===== src/rtl/fm_sb_pkg.sv =====
// Shared types for the floating-monitor spy-buffer readout scheduler.
package fm_sb_pkg;

   typedef enum logic [1:0] {
      IDLE  = 2'd0,
      ARB   = 2'd1,
      READ  = 2'd2,
      DRAIN = 2'd3
   } fm_rd_state_t;

   localparam int N_SB_DEF = 27;
   localparam int SB_IDX_W = $clog2(N_SB_DEF);

endpackage


===== src/rtl/fm_rd_skid_fifo.sv =====
// Small skid FIFO catching read returns; count feeds the issue credit check.
module fm_rd_skid_fifo #(
   parameter int DEPTH = 3,
   parameter int W     = 65,
   parameter int CNT_W = $clog2(DEPTH + 1)
) (
   input  logic             clk,
   input  logic             rst,
   input  logic             push,
   input  logic [W-1:0]     din,
   input  logic             pop,
   output logic [W-1:0]     dout,
   output logic             valid,
   output logic [CNT_W-1:0] count
);

   localparam int PTR_W = (DEPTH > 1) ? $clog2(DEPTH) : 1;

   logic [W-1:0]     mem [DEPTH];
   logic [PTR_W-1:0] wptr, rptr;
   logic             do_push, do_pop;

   function automatic logic [PTR_W-1:0] nxt(input logic [PTR_W-1:0] p);
      return (p == PTR_W'(DEPTH - 1)) ? '0 : p + PTR_W'(1);
   endfunction

   assign do_pop  = pop && (count != '0);
   assign do_push = push && ((count != CNT_W'(DEPTH)) || do_pop);

   always_ff @(posedge clk) begin
      if (rst) begin
         wptr  <= '0;
         rptr  <= '0;
         count <= '0;
         for (int i = 0; i < DEPTH; i++) mem[i] <= '0;
      end else begin
         if (do_push) begin
            mem[wptr] <= din;
            wptr      <= nxt(wptr);
         end
         if (do_pop) rptr <= nxt(rptr);
         case ({do_push, do_pop})
            2'b10:   count <= count + CNT_W'(1);
            2'b01:   count <= count - CNT_W'(1);
            default: count <= count;
         endcase
      end
   end

   assign dout  = mem[rptr];
   assign valid = (count != '0);

endmodule


===== src/rtl/fm_spy_rd_sched.sv =====
// Round-robin burst readout of frozen spy buffers over one shared memory read
// port, streamed out on valid/ready with the source index attached.
module fm_spy_rd_sched
   import fm_sb_pkg::*;
#(
   parameter int N_SB   = 27,
   parameter int ADDR_W = 10,
   parameter int DATA_W = 64,
   parameter int RD_LAT = 2
) (
   input  logic                    clk_hs,
   input  logic                    rst_hs,
   input  logic                    enable,
   input  logic [ADDR_W-1:0]       burst_len,
   input  logic [N_SB-1:0]         sb_req,
   output logic [N_SB-1:0]         sb_done,
   output logic [$clog2(N_SB)-1:0] rd_sel,
   output logic                    rd_en,
   output logic [ADDR_W-1:0]       rd_addr,
   input  logic [DATA_W-1:0]       rd_data,
   output logic                    out_valid,
   input  logic                    out_ready,
   output logic [DATA_W-1:0]       out_data,
   output logic [$clog2(N_SB)-1:0] out_sb,
   output logic                    out_last,
   output logic                    busy
);

   localparam int IDX_W = $clog2(N_SB);
   localparam int DEPTH = RD_LAT + 1;
   localparam int CNT_W = $clog2(DEPTH + 1);

   fm_rd_state_t     state;
   logic [IDX_W-1:0] rr_ptr, gnt_idx;
   logic             gnt_vld;
   logic [ADDR_W:0]  blen, issue_cnt;
   logic [RD_LAT-1:0] vld_pipe, last_pipe;
   logic [CNT_W-1:0] fifo_cnt, inflight;
   logic [CNT_W:0]   used;
   logic             credit_ok, is_last_issue, pop;
   logic [DATA_W:0]  head;

   // first requester at or after the round-robin pointer, wrapping at N_SB
   always_comb begin
      logic [IDX_W:0] j;
      j       = '0;
      gnt_vld = 1'b0;
      gnt_idx = '0;
      for (int i = N_SB - 1; i >= 0; i--) begin
         j = {1'b0, rr_ptr} + (IDX_W + 1)'(i);
         if (j >= (IDX_W + 1)'(N_SB)) j = j - (IDX_W + 1)'(N_SB);
         if (sb_req[j[IDX_W-1:0]]) begin
            gnt_vld = 1'b1;
            gnt_idx = j[IDX_W-1:0];
         end
      end
   end

   always_comb begin
      inflight = '0;
      for (int k = 0; k < RD_LAT; k++) inflight = inflight + CNT_W'(vld_pipe[k]);
   end

   // Reads in flight plus buffered words never exceed the FIFO depth, so a
   // stalled consumer can never cause a return to be dropped.
   assign used          = {1'b0, inflight} + {1'b0, fifo_cnt};
   assign credit_ok     = used < (CNT_W + 1)'(RD_LAT + 1);
   assign rd_en         = (state == READ) && credit_ok;
   assign is_last_issue = (issue_cnt == blen - (ADDR_W + 1)'(1));
   assign pop           = out_valid && out_ready;
   assign busy          = (state != IDLE);
   assign out_sb        = rd_sel;

   always_ff @(posedge clk_hs) begin
      if (rst_hs) begin
         state     <= IDLE;
         rr_ptr    <= '0;
         rd_sel    <= '0;
         rd_addr   <= '0;
         issue_cnt <= '0;
         blen      <= '0;
         sb_done   <= '0;
         vld_pipe  <= '0;
         last_pipe <= '0;
      end else begin
         sb_done      <= '0;
         vld_pipe[0]  <= rd_en;
         last_pipe[0] <= rd_en && is_last_issue;
         for (int k = 1; k < RD_LAT; k++) begin
            vld_pipe[k]  <= vld_pipe[k-1];
            last_pipe[k] <= last_pipe[k-1];
         end
         case (state)
            IDLE: if (enable && (|sb_req)) state <= ARB;
            ARB: begin
               if (gnt_vld) begin
                  rd_sel    <= gnt_idx;
                  rr_ptr    <= (gnt_idx == IDX_W'(N_SB - 1)) ? '0 : gnt_idx + IDX_W'(1);
                  rd_addr   <= '0;
                  issue_cnt <= '0;
                  blen      <= (burst_len == '0) ? {1'b1, {ADDR_W{1'b0}}} : {1'b0, burst_len};
                  state     <= READ;
               end else begin
                  state <= IDLE;
               end
            end
            READ: begin
               if (rd_en) begin
                  rd_addr   <= rd_addr + ADDR_W'(1);
                  issue_cnt <= issue_cnt + (ADDR_W + 1)'(1);
                  if (is_last_issue) state <= DRAIN;
               end
            end
            DRAIN: begin
               if (pop && head[DATA_W]) begin
                  sb_done <= N_SB'(1) << rd_sel;
                  state   <= IDLE;
               end
            end
            default: state <= IDLE;
         endcase
      end
   end

   fm_rd_skid_fifo #(
      .DEPTH (DEPTH),
      .W     (DATA_W + 1),
      .CNT_W (CNT_W)
   ) u_skid (
      .clk   (clk_hs),
      .rst   (rst_hs),
      .push  (vld_pipe[RD_LAT-1]),
      .din   ({last_pipe[RD_LAT-1], rd_data}),
      .pop   (pop),
      .dout  (head),
      .valid (out_valid),
      .count (fifo_cnt)
   );

   assign out_data = head[DATA_W-1:0];
   assign out_last = out_valid && head[DATA_W];

endmodule

===== config.mk =====
export PLATFORM = sky130hd
export DESIGN_NAME = fm_spy_rd_sched
export DESIGN_NICKNAME = d
export VERILOG_FILES = /design/src/rtl/fm_sb_pkg.sv /design/src/rtl/fm_rd_skid_fifo.sv /design/src/rtl/fm_spy_rd_sched.sv
export SDC_FILE = /design/constraint.sdc
export NUM_CORES = 1
export LEC_CHECK = 0
export ABC_AREA = 1
export BUFFER_PORTS_ARGS = -buffer_cell sky130_fd_sc_hd__buf_2
export CORE_UTILIZATION = 30
export DETAILED_ROUTE_END_ITERATION = 7
export PLACE_DENSITY = 0.43
export SLEW_MARGIN = 10
export SYNTH_ARGS = -nofsm -noshare
export SYNTH_HDL_FRONTEND = slang
export SYNTH_SLANG_ARGS = --single-unit

===== constraint.sdc =====
create_clock -name clk_hs -period 8.8 [get_ports clk_hs]
set_clock_uncertainty 0.2 [all_clocks]
set_input_delay 0.44 -clock clk_hs [delete_from_list [all_inputs] [get_ports clk_hs]]
set_output_delay 0.44 -clock clk_hs [all_outputs]
set_load 0.01 [all_outputs]

==> results.py, run 1 <==
metrics = {
    "status": {
        "outcome": "completed",
    },
    "yosys": {
        "yosys_register_bits": 343,
        "synth.largest_area_cell": "edfxtp_1",
        "postSynthAreaPerCell_um2": 7.05,
        "synth.distinct_cells": 78,
        "synth_top_area_share_pct": 29.9,
        "synthFlopType": "edfxtp_1",
        "syn-cell-area_mm2": 0.0262,
        "async_reset_ff_share_pct": 0,
        "ys_seq_area_share_pct": 36.2,
        "yosys_warnings": 0,
        "synth_nets": 3843,
        "synth_area_leaders": "edfxtp_1, nand2_1, o21ai_0, nor2_1, dfxtp_1",
        "synth-edff-count": 260,
        "syn_inst": 3708,
    },
    "finish": {
        "n_antenna_cell": 0,
        "drive_above_1_share_pct": 14.7,
        "syn_to_final_growth_pct": 15.2,
        "stdcell_area_mm2": 0.0301,
        "final_nets": 4022,
        "layout_commonest_cell": "nand2_1",
        "final_cell_mix": "nand2_1, nor2_1, o21ai_0",
    },
    "place": {
        "placed_area_mm2": 0.0281,
        "io_buffers": 219,
        "dp_worst_setup_slack_ns": 1.27,
        "gp_congestion": 1.01,
        "dpl.hpwl_mm": 77.9,
    },
    "floorplan": {
        "fp.dieArea_mm2": 0.0884,
        "ios": 220,
        "core_area_mm2": 0.0858,
        "placementRows": 107,
        "start_util_pct": 30.5,
        "fp.dieW_um": 297,
        "fp.dieH_um": 297,
    },
    "worst_setup_path": {
        "critical_path_class": "reg2reg",
        "ff2ff_setup_slack_ns": 0.99,
        "crit_start": "rr_ptr[3]",
        "crit_end": "rd_addr[5]",
        "rr_startpoint": "rr_ptr[3]",
        "r2r_cells": 21,
        "r2r-end": "rd_addr[5]",
        "path_max_fanout": 23,
        "required_ns": 9.07,
        "cp-start-kind": "register",
        "arrival_ns": 8.08,
        "worstSetupEndpointType": "register",
    },
    "sta": {
        "finalSetupViolCount": 0,
        "worstMarginPinSlew_ns": 1.16,
        "finalCriticalPeriod_ns": 7.81,
        "tns_ns": 0,
        "relSlewSlack_pct": 22.1,
        "grt_setup_unrepaired": "false",
        "max_freq_mhz": 128,
        "fin_crit_sh_pct": 88.8,
        "finalWorstSetupSlack_ns": 0.988,
        "report.final.slew_viol_count": 0,
        "hold_viol": 0,
    },
    "grt": {
        "grt_pass1_wl_mm": 170,
        "track_usage_pct": 25.4,
        "overflow": 0,
        "grt_max_degree": 83,
        "grt_pass1_vias": 25100,
        "antenna_found_initial": 2,
    },
    "clocking": {
        "post_cts_hold_buffer_count": 74,
        "cts.clk_slew.worst_paths_ns": 0.06,
        "clk_latency_ns": 0.57,
        "clockRootBuffer": "clkbuf_16",
        "clock-sinks": 343,
        "h-tree-depth": 2,
        "clock_path_buffers": 3,
        "numCtsBuffers": 41,
        "post_cts_resized": 0,
        "tritoncts": "built",
        "post-cts-setup-buffers": 0,
    },
    "route": {
        "drc": 0,
        "drtIter0Drc": 3049,
        "avgRoutedWirePerCell_um": 23.1,
        "drt-total-wl_mm": 117,
        "via_count": 27400,
        "drtAntennaViolNets": 0,
        "vias_per_cell": 5.42,
        "first_pass_iters": 6,
    },
    "hold_path": {
        "hp-start": "rst_hs",
        "hold_class": "in2reg",
    },
    "run": {
        "maxCapViolCount": 0,
    },
}
-- worst max-delay path, stage by stage, from the launching register on --
cell,delay [ns]
dfxtp_1,0.84
ha_1,0.54
inv_1,0.20
nor2_1,0.43
a21oi_2,0.09
xor2_1,0.89
inv_1,0.43
o21ai_1,0.24
a21oi_1,0.06
o21ai_0,0.17
o21ai_1,0.10
o211ai_1,0.29
nand2_1,0.28
nor4_1,0.88
nand4_1,0.25
nor4_1,0.35
nand4_1,0.35
and3_4,0.31
nor2_2,0.08
buf_4,0.23
inv_2,0.25
nor3b_1,0.24
-- cells in the mapped netlist, types with 23 or more instances --
cell,instances
a21oi_1,258
buf_2,42
clkbuf_1,129
dfxtp_1,83
edfxtp_1,260
ha_1,29
inv_1,324
inv_2,48
nand2_1,636
nand2_2,61
nand3_1,169
nand4_1,23
nor2_1,553
nor3_1,51
o211ai_1,82
o21ai_0,453
o21ai_1,86
o21ai_2,28
o221ai_1,26
o22ai_1,99
-- flip-flops by register name (all words and copies together) (netlist names), named ones only --
register / count
u_skid.rptr: 2
last_pipe: 2
vld_pipe: 2
rr_ptr: 5
sb_done: 27
u_skid.mem: 260
state: 1
rd_addr: 10
u_skid.wptr: 2
u_skid.count: 2
issue_cnt: 11
blen: 11
out_sb: 5
-- kinds of logic after synthesis --
kind of cell | share of synthesized area, %
AND/OR/NAND/NOR | 26.5
AO/OA/AOI/OAI | 24.4
buffers and inverters | 10.0
flip-flops | 36.2
XOR/XNOR | 1.44
adder cells (fa/ha/maj) | 1.46
-- through the flow --
stage	std cells	hold WS, ns	utilization [%]
5_1_grt	5063	0.0611	35.1
2_1_floorplan	3708	0.188	-
4_1_cts	5063	0.0276	35.1
3_5_place_dp	4914	0.206	32.7
6_report	5063	0.0514	35.1
3_3_place_gp	4914	0.199	32.7
-- layout make-up --
class,count,area [µm²]
Multi-Input combinational cell,2757,14100
Sequential cell,343,9480
Clock inverter,22,209
Clock buffer,53,1090
Timing Repair Buffer,356,2310
Tap cell,1144,1430
Fill cell,9291,55700
Inverter,388,1470
-- layer usage --
metal  global-route usage [%]  part of all wire (%)  up-vias
met4                     8.44                   3.8        0
met2                     41.8                    46     1220
met1                     34.2                    43    13000
li1                         -                     -    13000
met5                        0                     0        -
met3                     3.21                   7.5      215
-- how the worst min path moves through the flow --
| stage | cells past startpoint | to |
|---|---|---|
| floorplan | 2 | last_pipe[1] |
| global placement | 2 | last_pipe[1] |
| detailed placement | 2 | last_pipe[1] |
| CTS | 2 | vld_pipe[1] |
| global route | 2 | last_pipe[1] |
| finish | 2 | vld_pipe[1] |
Power of run 1 is left out: the tool's default activity adds up to more than one toggle a clock period on the data nets, which glitch-free logic cannot reach.
==> run 2: changes to the inputs <==
--- a/config.mk
+++ b/config.mk
@@ -10,6 +10,7 @@
 export CORE_UTILIZATION = 30
 export DETAILED_ROUTE_END_ITERATION = 7
 export PLACE_DENSITY = 0.43
+export RECOVER_POWER = 50
 export SLEW_MARGIN = 10
 export SYNTH_ARGS = -nofsm -noshare
 export SYNTH_HDL_FRONTEND = slang
==> run 2 against run 1 <==
  * The run now ends with max-capacitance violations, max-slew violations left
  * Final cell count did not move
  * Sequential cell count did not move
  * Register-to-register slack improved by 0.08 ns
  * First-iteration DRC count fell by 6.7%
  * Global-route usage did not move
  * Critical path type unchanged
  * Highest routed layer unchanged
==> results.py, run 2 (synthesized netlist as in run 1, its figures left out) <==
metrics = {
    "hold_path": {
        "hp-start": "out_ready",
        "hold_class": "in2reg",
        "hold_depth": 5,
    },
    "worst_setup_path": {
        "required_ns": 9.07,
        "arrival_ns": 8.00,
        "worstSetupEndpointType": "register",
        "ff2ff_setup_slack_ns": 1.07,
        "r2r_cells": 21,
        "r2r-end": "rd_addr[5]",
        "rr_startpoint": "rr_ptr[3]",
        "critPathTopFamily": "simple AND/OR/NAND/NOR gates",
        "path_max_fanout": 23,
        "max_stage_delay_ns": 0.85,
        "path_buf_inv": 4,
        "path_cells": "ha_1 -> inv_1 -> nor2_1 -> a21oi_2 -> xor2_1 -> inv_1 -> o21ai_1 -> a21oi_1 -> o21ai_0 -> o21ai_1 -> o211ai_1 -> nand2_1 -> nor4_1 -> nand4_1 -> nor4_1 -> nand4_1 -> and3_4 -> nor2_2 -> buf_4 -> inv_2 -> nor3b_1",
        "critical_path_class": "reg2reg",
        "cp_slowest_cell": "dfxtp_1",
        "cp-start-kind": "register",
    },
    "floorplan": {
        "ios": 220,
        "fp.dieW_um": 297,
        "fp.dieArea_mm2": 0.0884,
        "start_util_pct": 30.5,
        "placementRows": 107,
        "fp.dieH_um": 297,
        "core_area_mm2": 0.0858,
    },
    "finish": {
        "drive_above_1_share_pct": 11.8,
        "final_cell_mix": "nand2_1, nor2_1, o21ai_0",
        "final_util_pct": 34.9,
        "top_register": "u_skid.mem",
        "seqCellArea_mm2": 0.00947,
        "n_fill_cell": 9353,
        "final_nets": 4022,
        "syn_to_final_growth_pct": 14.4,
        "reg_top3": "u_skid.mem (260), sb_done (27)",
        "multiInputGateArea_mm2": 0.0141,
        "layout_commonest_cell": "nand2_1",
        "largest_reg_flops": 260,
        "n_antenna_cell": 0,
        "stdcell_area_mm2": 0.0299,
    },
    "clocking": {
        "tritoncts": "built",
        "post_cts_resized": 0,
        "clk_latency_ns": 0.57,
        "numCtsBuffers": 41,
        "h-tree-depth": 2,
        "cts.clk_slew.worst_paths_ns": 0.06,
        "clockRootBuffer": "clkbuf_16",
        "clock_path_buffers": 3,
        "clock-sinks": 343,
    },
    "sta": {
        "relSlewSlack_pct": -143,
        "finalSetupViolCount": 0,
        "fin_crit_sh_pct": 87.9,
        "hold_viol": 0,
        "worstMarginPinSlew_ns": 3.64,
        "hold_slack_ns": 0.112,
        "max_freq_mhz": 129,
        "grt_setup_unrepaired": "false",
        "report.final.slew_viol_count": 349,
        "tns_ns": 0,
        "finalCriticalPeriod_ns": 7.73,
    },
    "route": {
        "drtAntennaViolNets": 0,
        "first_pass_iters": 6,
        "vias_per_cell": 5.42,
        "via_count": 27500,
        "avgRoutedWirePerCell_um": 23.1,
        "drc": 0,
        "drt-total-wl_mm": 117,
        "drtIter0Drc": 2846,
    },
    "grt": {
        "grt_max_degree": 83,
        "grt_pass1_vias": 25100,
        "overflow": 0,
        "antenna_found_initial": 2,
        "track_usage_pct": 25.4,
        "grt_pass1_wl_mm": 170,
    },
    "status": {
        "outcome": "finished, violations left",
        "violations": "max-capacitance violations, max-slew violations",
    },
    "place": {
        "dpl.hpwl_mm": 77.9,
        "io_buffers": 219,
        "placed_area_mm2": 0.0281,
        "gp_congestion": 1.01,
    },
    "run": {
        "maxCapViolCount": 7,
    },
}
==> run 2: how the worst max path moves through the flow <==
stage,depth (start not counted),slack [ns],from,to
2_1_floorplan,4,2.68,rst_hs,u_skid.mem[3][0]
3_5_place_dp,21,1.27,rr_ptr[3],issue_cnt[9]
5_1_grt,21,0.72,rr_ptr[3],blen[9]
3_3_place_gp,21,1.35,rr_ptr[3],issue_cnt[9]
6_report,21,1.07,rr_ptr[3],rd_addr[5]
4_1_cts,21,1.23,rr_ptr[3],issue_cnt[9]
==> run 2: layout make-up <==
| cell class | instances | share of cell area (%) |
|---|---|---|
| well taps | 1144 | 4.79 |
| clock buffers | 53 | 3.65 |
| flip-flops and latches | 343 | 31.7 |
| multi-input cells | 2757 | 47.0 |
| clock inverters | 22 | 0.699 |
| repair buffers | 356 | 7.25 |
| inverters | 388 | 4.92 |
==> run 2: metrics by stage <==
stage | cells | worst slack [ns]
6_report | 5063 | 1.07
5_1_grt | 5063 | 0.718
4_1_cts | 5063 | 1.23
3_5_place_dp | 4914 | 1.27
3_3_place_gp | 4914 | 1.35
2_1_floorplan | 3708 | 2.68
==> run 2: timing repair <==
item,4_1_cts,5_1_grt
hold buffers,74,0
endpoints found under the hold margin,161,0
buffers inserted,0,0
endpoints found under the setup margin,0,0
==> run 2: layer usage <==
layer / routed length [µm] / track usage [%]
met1: 50600 / 34.2
met2: 53500 / 41.8
met3: 8460 / 3.21
met4: 4240 / 8.44
met5: 0 / 0
==> run 2: worst register-to-register path, stage by stage (launching register included) <==
cell and delay [ns]:
dfxtp_1 0.85, ha_1 0.55, inv_1 0.20, nor2_1 0.43, a21oi_2 0.09, xor2_1 0.85
inv_1 0.43, o21ai_1 0.23, a21oi_1 0.06, o21ai_0 0.16, o21ai_1 0.10, o211ai_1 0.29
nand2_1 0.27, nor4_1 0.85, nand4_1 0.25, nor4_1 0.34, nand4_1 0.35, and3_4 0.31
nor2_2 0.08, buf_4 0.24, inv_2 0.26, nor3b_1 0.25
Power of run 2 is left out for the same reason.
